**src/rtl/tx_prbs_modulator.sv**
```systemverilog
// PRBS-10 symbol modulator: one 10-sample symbol per LFSR bit, one sample per trigger.
// Latency 1 clock trigger->sample; no backpressure, the sample trigger paces the output.
// Burst control: start from IDLE only, etx_en low aborts to IDLE, odone pulses once per complete burst.
module tx_prbs_modulator #(
    parameter logic signed [15:0] AMPLITUDE = 16'sd8192,
    parameter int unsigned        SEQ_BITS  = 1023,
    parameter logic [9:0]         LFSR_SEED = 10'h3FF
) (
    input  logic               ctx_clk,
    input  logic               rtx_rst_n,
    input  logic               etx_en,
    input  logic               istart,
    input  logic               inew_sample_trig,
    output logic signed [15:0] osample,
    output logic               osample_valid,
    output logic               obit,
    output logic [3:0]         osample_order,
    output logic               obusy,
    output logic               odone
);

    // An all-zero seed would lock the LFSR up.
    localparam logic [9:0] SEED     = (LFSR_SEED == 10'h000) ? 10'h001 : LFSR_SEED;
    localparam logic [9:0] LAST_BIT = 10'(SEQ_BITS - 1);

    typedef enum logic [1:0] {IDLE, SEND, DONE} state_t;

    state_t             state_q, state_d;
    logic [9:0]         lfsr_q, lfsr_d;
    logic [9:0]         bit_cnt_q, bit_cnt_d;
    logic [3:0]         order_q, order_d;
    logic signed [15:0] sample_q, sample_d;
    logic               valid_q, valid_d;
    logic               bit_q, bit_d;
    logic [3:0]         sorder_q, sorder_d;
    logic               busy_q, busy_d;
    logic               done_q, done_d;
    logic signed [15:0] sym_val;

    // Symbol shape: negative lobe at 2..4, positive lobe at 7..9, sign flipped for bit 0.
    always_comb begin
        sym_val = 16'sd0;
        case (order_q)
            4'd2, 4'd3, 4'd4: sym_val = lfsr_q[9] ? -AMPLITUDE : AMPLITUDE;
            4'd7, 4'd8, 4'd9: sym_val = lfsr_q[9] ? AMPLITUDE : -AMPLITUDE;
            default:          sym_val = 16'sd0;
        endcase
    end

    always_comb begin
        state_d   = state_q;
        lfsr_d    = lfsr_q;
        bit_cnt_d = bit_cnt_q;
        order_d   = order_q;
        sample_d  = sample_q;
        valid_d   = 1'b0;
        bit_d     = bit_q;
        sorder_d  = sorder_q;
        busy_d    = busy_q;
        done_d    = 1'b0;

        if (!etx_en) begin
            state_d  = IDLE;
            sample_d = 16'sd0;
            busy_d   = 1'b0;
            bit_d    = 1'b0;
        end else begin
            case (state_q)
                IDLE: begin
                    if (istart) begin
                        state_d   = SEND;
                        lfsr_d    = SEED;
                        bit_cnt_d = 10'd0;
                        order_d   = 4'd0;
                        busy_d    = 1'b1;
                        bit_d     = SEED[9];
                    end
                end
                SEND: begin
                    if (inew_sample_trig) begin
                        sample_d = sym_val;
                        valid_d  = 1'b1;
                        sorder_d = order_q;
                        bit_d    = lfsr_q[9];
                        if (order_q == 4'd9) begin
                            order_d   = 4'd0;
                            lfsr_d    = {lfsr_q[8:0], lfsr_q[9] ^ lfsr_q[6]};
                            bit_cnt_d = bit_cnt_q + 10'd1;
                            if (bit_cnt_q == LAST_BIT) begin
                                state_d = DONE;
                            end
                        end else begin
                            order_d = order_q + 4'd1;
                        end
                    end
                end
                DONE: begin
                    state_d  = IDLE;
                    done_d   = 1'b1;
                    busy_d   = 1'b0;
                    sample_d = 16'sd0;
                    bit_d    = 1'b0;
                end
                default: state_d = IDLE;
            endcase
        end
    end

    always_ff @(posedge ctx_clk or negedge rtx_rst_n) begin
        if (!rtx_rst_n) begin
            state_q   <= IDLE;
            lfsr_q    <= SEED;
            bit_cnt_q <= 10'd0;
            order_q   <= 4'd0;
            sample_q  <= 16'sd0;
            valid_q   <= 1'b0;
            bit_q     <= 1'b0;
            sorder_q  <= 4'd0;
            busy_q    <= 1'b0;
            done_q    <= 1'b0;
        end else begin
            state_q   <= state_d;
            lfsr_q    <= lfsr_d;
            bit_cnt_q <= bit_cnt_d;
            order_q   <= order_d;
            sample_q  <= sample_d;
            valid_q   <= valid_d;
            bit_q     <= bit_d;
            sorder_q  <= sorder_d;
            busy_q    <= busy_d;
            done_q    <= done_d;
        end
    end

    assign osample       = sample_q;
    assign osample_valid = valid_q;
    assign obit          = bit_q;
    assign osample_order = sorder_q;
    assign obusy         = busy_q;
    assign odone         = done_q;

endmodule
```
**config.mk**
```make
export PLATFORM = sky130hd
export DESIGN_NAME = tx_prbs_modulator
export DESIGN_NICKNAME = d
export VERILOG_FILES = /design/src/rtl/tx_prbs_modulator.sv
export SDC_FILE = /design/constraint.sdc
export NUM_CORES = 1
export LEC_CHECK = 0
export BUFFER_PORTS_ARGS = -buffer_cell sky130_fd_sc_hd__buf_4
export CORE_UTILIZATION = 33
export CTS_CLUSTER_SIZE = 25
export DETAILED_ROUTE_END_ITERATION = 8
export PLACE_DENSITY = 0.48
export SYNTH_ARGS = -nofsm -noshare
export SYNTH_HDL_FRONTEND = slang
export SYNTH_SLANG_ARGS = --single-unit
```
**constraint.sdc**
```tcl
create_clock -name ctx_clk -period 2.1 [get_ports ctx_clk]
set_input_delay 0.105 -clock ctx_clk [delete_from_list [all_inputs] [get_ports ctx_clk]]
set_output_delay 0.105 -clock ctx_clk [all_outputs]
set_load 0.02 [all_outputs]
```
Yosys cells after proc, flatten, opt, wreduce, memory -nomap -nowiden
Cells that the tools add are included.

word-level totals
  output and inout port bits = 24
  register bits = 50
  input bits = 5

cells by class
  add/sub/neg operators = 2
  eq/ne operators = 19
  bitwise gates (word level) = 1
  reduce and logical (&&, ||, !) cells = 11
  multiplexer cells = 35

operators by type and width
  kind                     number
  $mux W16                 4
  $pmux W16 S2             2
  $mux W10                 6
  $pmux W10 S2             2
  $mux W4                  3
  $ne A3 B3 Y1 const B     4
  $add A10 B1 Y10 const B  1
  $eq A10 B10 Y1 const B   1
  $mux W2                  5
  $mux W1                  9
  $eq A4 B2 Y1 const B     2
  $eq A4 B3 Y1 const B     2
  $eq A4 B4 Y1 const B     2
  $pmux W4 S2              1
  $reduce_and A4 Y1        2
  $ne A2 B2 Y1 const B     3
  $ne A3 B1 Y1 const B     2
  $reduce_and A3 Y1        2
  $reduce_or A3 Y1         2
  $reduce_and A5 Y1        1
  $add A4 B1 Y4 const B    1
  $ne A4 B1 Y1 const B     1
  $pmux W2 S2              1
  $reduce_and A2 Y1        2
  7 further kinds          7

Longest topological paths before layout
  depth in word-level cells = 6
  gate-level depth with buffers = 7

Least setup slack after synthesis
No wires, ideal clock.

  path type = register to register
  start = register order_q[2]
  end = register bit_cnt_q[7]
  library setup time = 0.125 ns
  required time = 1.975 ns
  stages on the path, launching flop included = 5
  setup slack = 0.336 ns
  arrival time = 1.639 ns
  path through = dfrtp_1 -> nand4bb_4 -> a211o_1 -> nor4_1 -> mux2_2

between the ends
  longest elaborated chain between the ends = 3

ends and longest elaborated chain
  item                         RTL line  RTL
  start: declaration           31        logic [3:0] order_q, order_d;
  start signal: assignment     125       order_q <= order_d;
  $eq A4 B4 Y1                 85        if (order_q == 4'd9) begin
  $ne A2 B2 Y1 (no line)       -
  $reduce_and A5 Y1 (no line)  -
  end signal: assignment       124       bit_cnt_q <= bit_cnt_d;
  end: declaration             30        logic [9:0] bit_cnt_q, bit_cnt_d;

No other way between the ends.
A chain may end at the register's enable or synchronous reset.

Worst setup path after layout
Ends and elaborated chain as after synthesis.

==> results.json <==
{
  "status": "finished, final reports clean",
  "insertion_delay_ns": 0.29,
  "grt_overflow": 0,
  "path_max_fanout": 5,
  "final_common_cell": "nand2_1",
  "cts.sinks": 36,
  "place_ws_ns": 0.310,
  "drt_iter0_drc": 87,
  "avgViaCountPerCell": 4.71,
  "hold_class": "primary input to flip-flop",
  "crit_path_cell_trace": "nand4bb_4, a211o_1, nor4_1, mux2_2",
  "synth_edf_count": 0,
  "fin_crit_ns": 1.82,
  "setup_violations": 0,
  "htreeDepth": 2,
  "ys_types": 42,
  "grt_pass1_wl_um": 6360,
  "slew_violations": 0,
  "syn_area_um2": 1860,
  "end_kind": "flip-flop",
  "maxCapViolations": 0,
  "clockRootBuffer": "clkbuf_8",
  "start_util_pct": 34.1,
  "synth_flop_cell": "dfrtp_1",
  "hold_viol": 0,
  "rows": 27,
  "clk_path_buf_depth": 2,
  "coreArea_um2": 5470,
  "path_class": "flip-flop to flip-flop",
  "ios": 29,
  "cp.required_ns": 2.28,
  "hpwl_um": 2520,
  "critPathLaunchType": "flip-flop",
  "post-route-cell-area_um2": 2180,
  "postCtsSetupBuffers": 0,
  "die_area_um2": 5950,
  "drc": 0,
  "cp_data_arrival_time_ns": 2.00,
  "grt_max_degree": 37,
  "die_h_um": 77.2,
  "place_area_um2": 2050,
  "ant_nets": 0,
  "vias": 1409,
  "drt-wirelength-per-cell_um": 12.3,
  "layout-drive-gt1-share_pct": 21.1,
  "final.period_utilization_pct": 86.8,
  "seq_area_frac_synth_pct": 49.0,
  "power_leakage_uw": 0.00101,
  "place.gp.congestion": 0.724,
  "first_pass_iters": 4,
  "syn_avg_cell_area_um2": 9.23,
  "irDropWorstVdd_uv": 295,
  "rsz0062_at_grt": "false",
  "antenna_found_initial": 0,
  "ys_async_sr_fraction_pct": 100,
  "final_nets": 233,
  "p_per_area_nw_per_um2": 786,
  "antennaDiodeCount": 0,
  "fmax_mhz": 548,
  "critPathSlowestCell": "a211o_1",
  "cts_made_buffers": 5,
  "clk_pin_slew_worst_paths_ns": 0.07,
  "grt_pass1_vias": 1352,
  "ys_warn_count": 0,
  "cp_num_buf_inv": 0,
  "synth-seq-cells": 36,
  "cts_tree": "built",
  "die_w_um": 77.2,
  "layout_common_cells": "nand2_1, dfrtp_1, buf_4",
  "syn_inst": 202,
  "syn_to_final_growth_pct": 17.1,
  "drt_wl_total_um": 3690,
  "grt_usage_pct": 13.6,
  "final.setup.tns_ns": 0,
  "fin_ws_ns": 0.277,
  "finClkSkew_ns": 0.00428,
  "cpPeakStageDelay_ns": 0.39,
  "path_delay_family": "simple AND/OR/NAND/NOR gates",
  "io_buffers": 15
}
## metal layers
metal / vias up / wire [um] / track usage (%)
met4: 0 / 30 / 5.66
met5: - / 0 / 0
met1: 661 / 1860 / 17.4
met2: 27 / 1690 / 21.7
met3: 2 / 110 / 3.33
li1: 719 / - / -
## final timing paths
kind,slack [ns],end,cells past startpoint,from
worst max-delay path,0.28,bit_cnt_q[7],4,order_q[2]
worst min-delay path,0.04,state_q[0],2,inew_sample_trig
worst max register to register,0.28,bit_cnt_q[7],4,order_q[2]
worst min register to register,0.45,lfsr_q[8],2,lfsr_q[8]
max in group asynchronous,1.43,lfsr_q[4],2,rtx_rst_n
min in group asynchronous,0.32,obusy,2,rtx_rst_n
## through the flow
step / power [uW] / std cells / hold WS (ns) / util [%]
detailed placement: 1110 / 290 / 0.0962 / 37.5
global placement: 1110 / 290 / 0.104 / 37.5
CTS: 1740 / 299 / 0.0332 / 39.9
global route: 1820 / 299 / 0.0429 / 39.9
finish: 1720 / 299 / 0.0437 / 39.9
floorplan: 1030 / 214 / -0.191 / -
## logic make-up after synthesis
| family | Yosys count | share of synthesized area (%) |
|---|---|---|
| xor gates and xnor gates | 1 | 0.470 |
| muxes | 3 | 1.68 |
| and+or+nand+nor | 83 | 23.3 |
| adders and majority gates | 2 | 1.34 |
| DFF | 36 | 49.0 |
| AOI/OAI and AO/OA | 46 | 14.8 |
| other | 1 | 0.201 |
| buffers and inverters | 30 | 9.26 |
## state kept, by name, summed over array words and instances, names as in the netlist
| register | cells |
|---|---|
| bit_cnt_q | 10 |
| osample_valid | 1 |
| lfsr_q | 10 |
| state_q | 2 |
| obusy | 1 |
| osample | 2 |
| osample_order | 4 |
| odone | 1 |
| order_q | 4 |
| obit | 1 |
## final cells by class
type	count	area, um2
multi-input combinational	148	823
fill	572	3290
clock buffer	8	121
sequential	36	913
tap	72	90.1
inverter	8	30.0
timing repair buffer	27	205
## report_power, final
group          leakage, uW  internal [uW]  switching, uW
combinational     0.000485           95.5            152
sequential        0.000460            794           48.6
clock            0.0000627            371            255
total              0.00101           1260            455
## Yosys cell counts, types with 3 or more instances
cell | instances | area (um2)
nand4b_1 | 3 | 26.3
or3_1 | 3 | 18.8
nand2b_1 | 7 | 43.8
a21oi_1 | 8 | 40.0
buf_2 | 3 | 15.0
dfrtp_1 | 26 | 651
dfstp_2 | 10 | 263
buf_4 | 15 | 113
nand3_1 | 7 | 35.0
nand2_1 | 38 | 143
inv_1 | 8 | 30.0
nor2b_1 | 4 | 25.0
nor2_1 | 9 | 33.8
o21ai_0 | 23 | 115
## what timing repair did
action                                 in CTS  in global routing
endpoints found under the hold margin      26                  0
gates resized for setup                     0                  0
hold buffers                                1                  0
No activity file was read; power rests on OpenSTA's default activity.
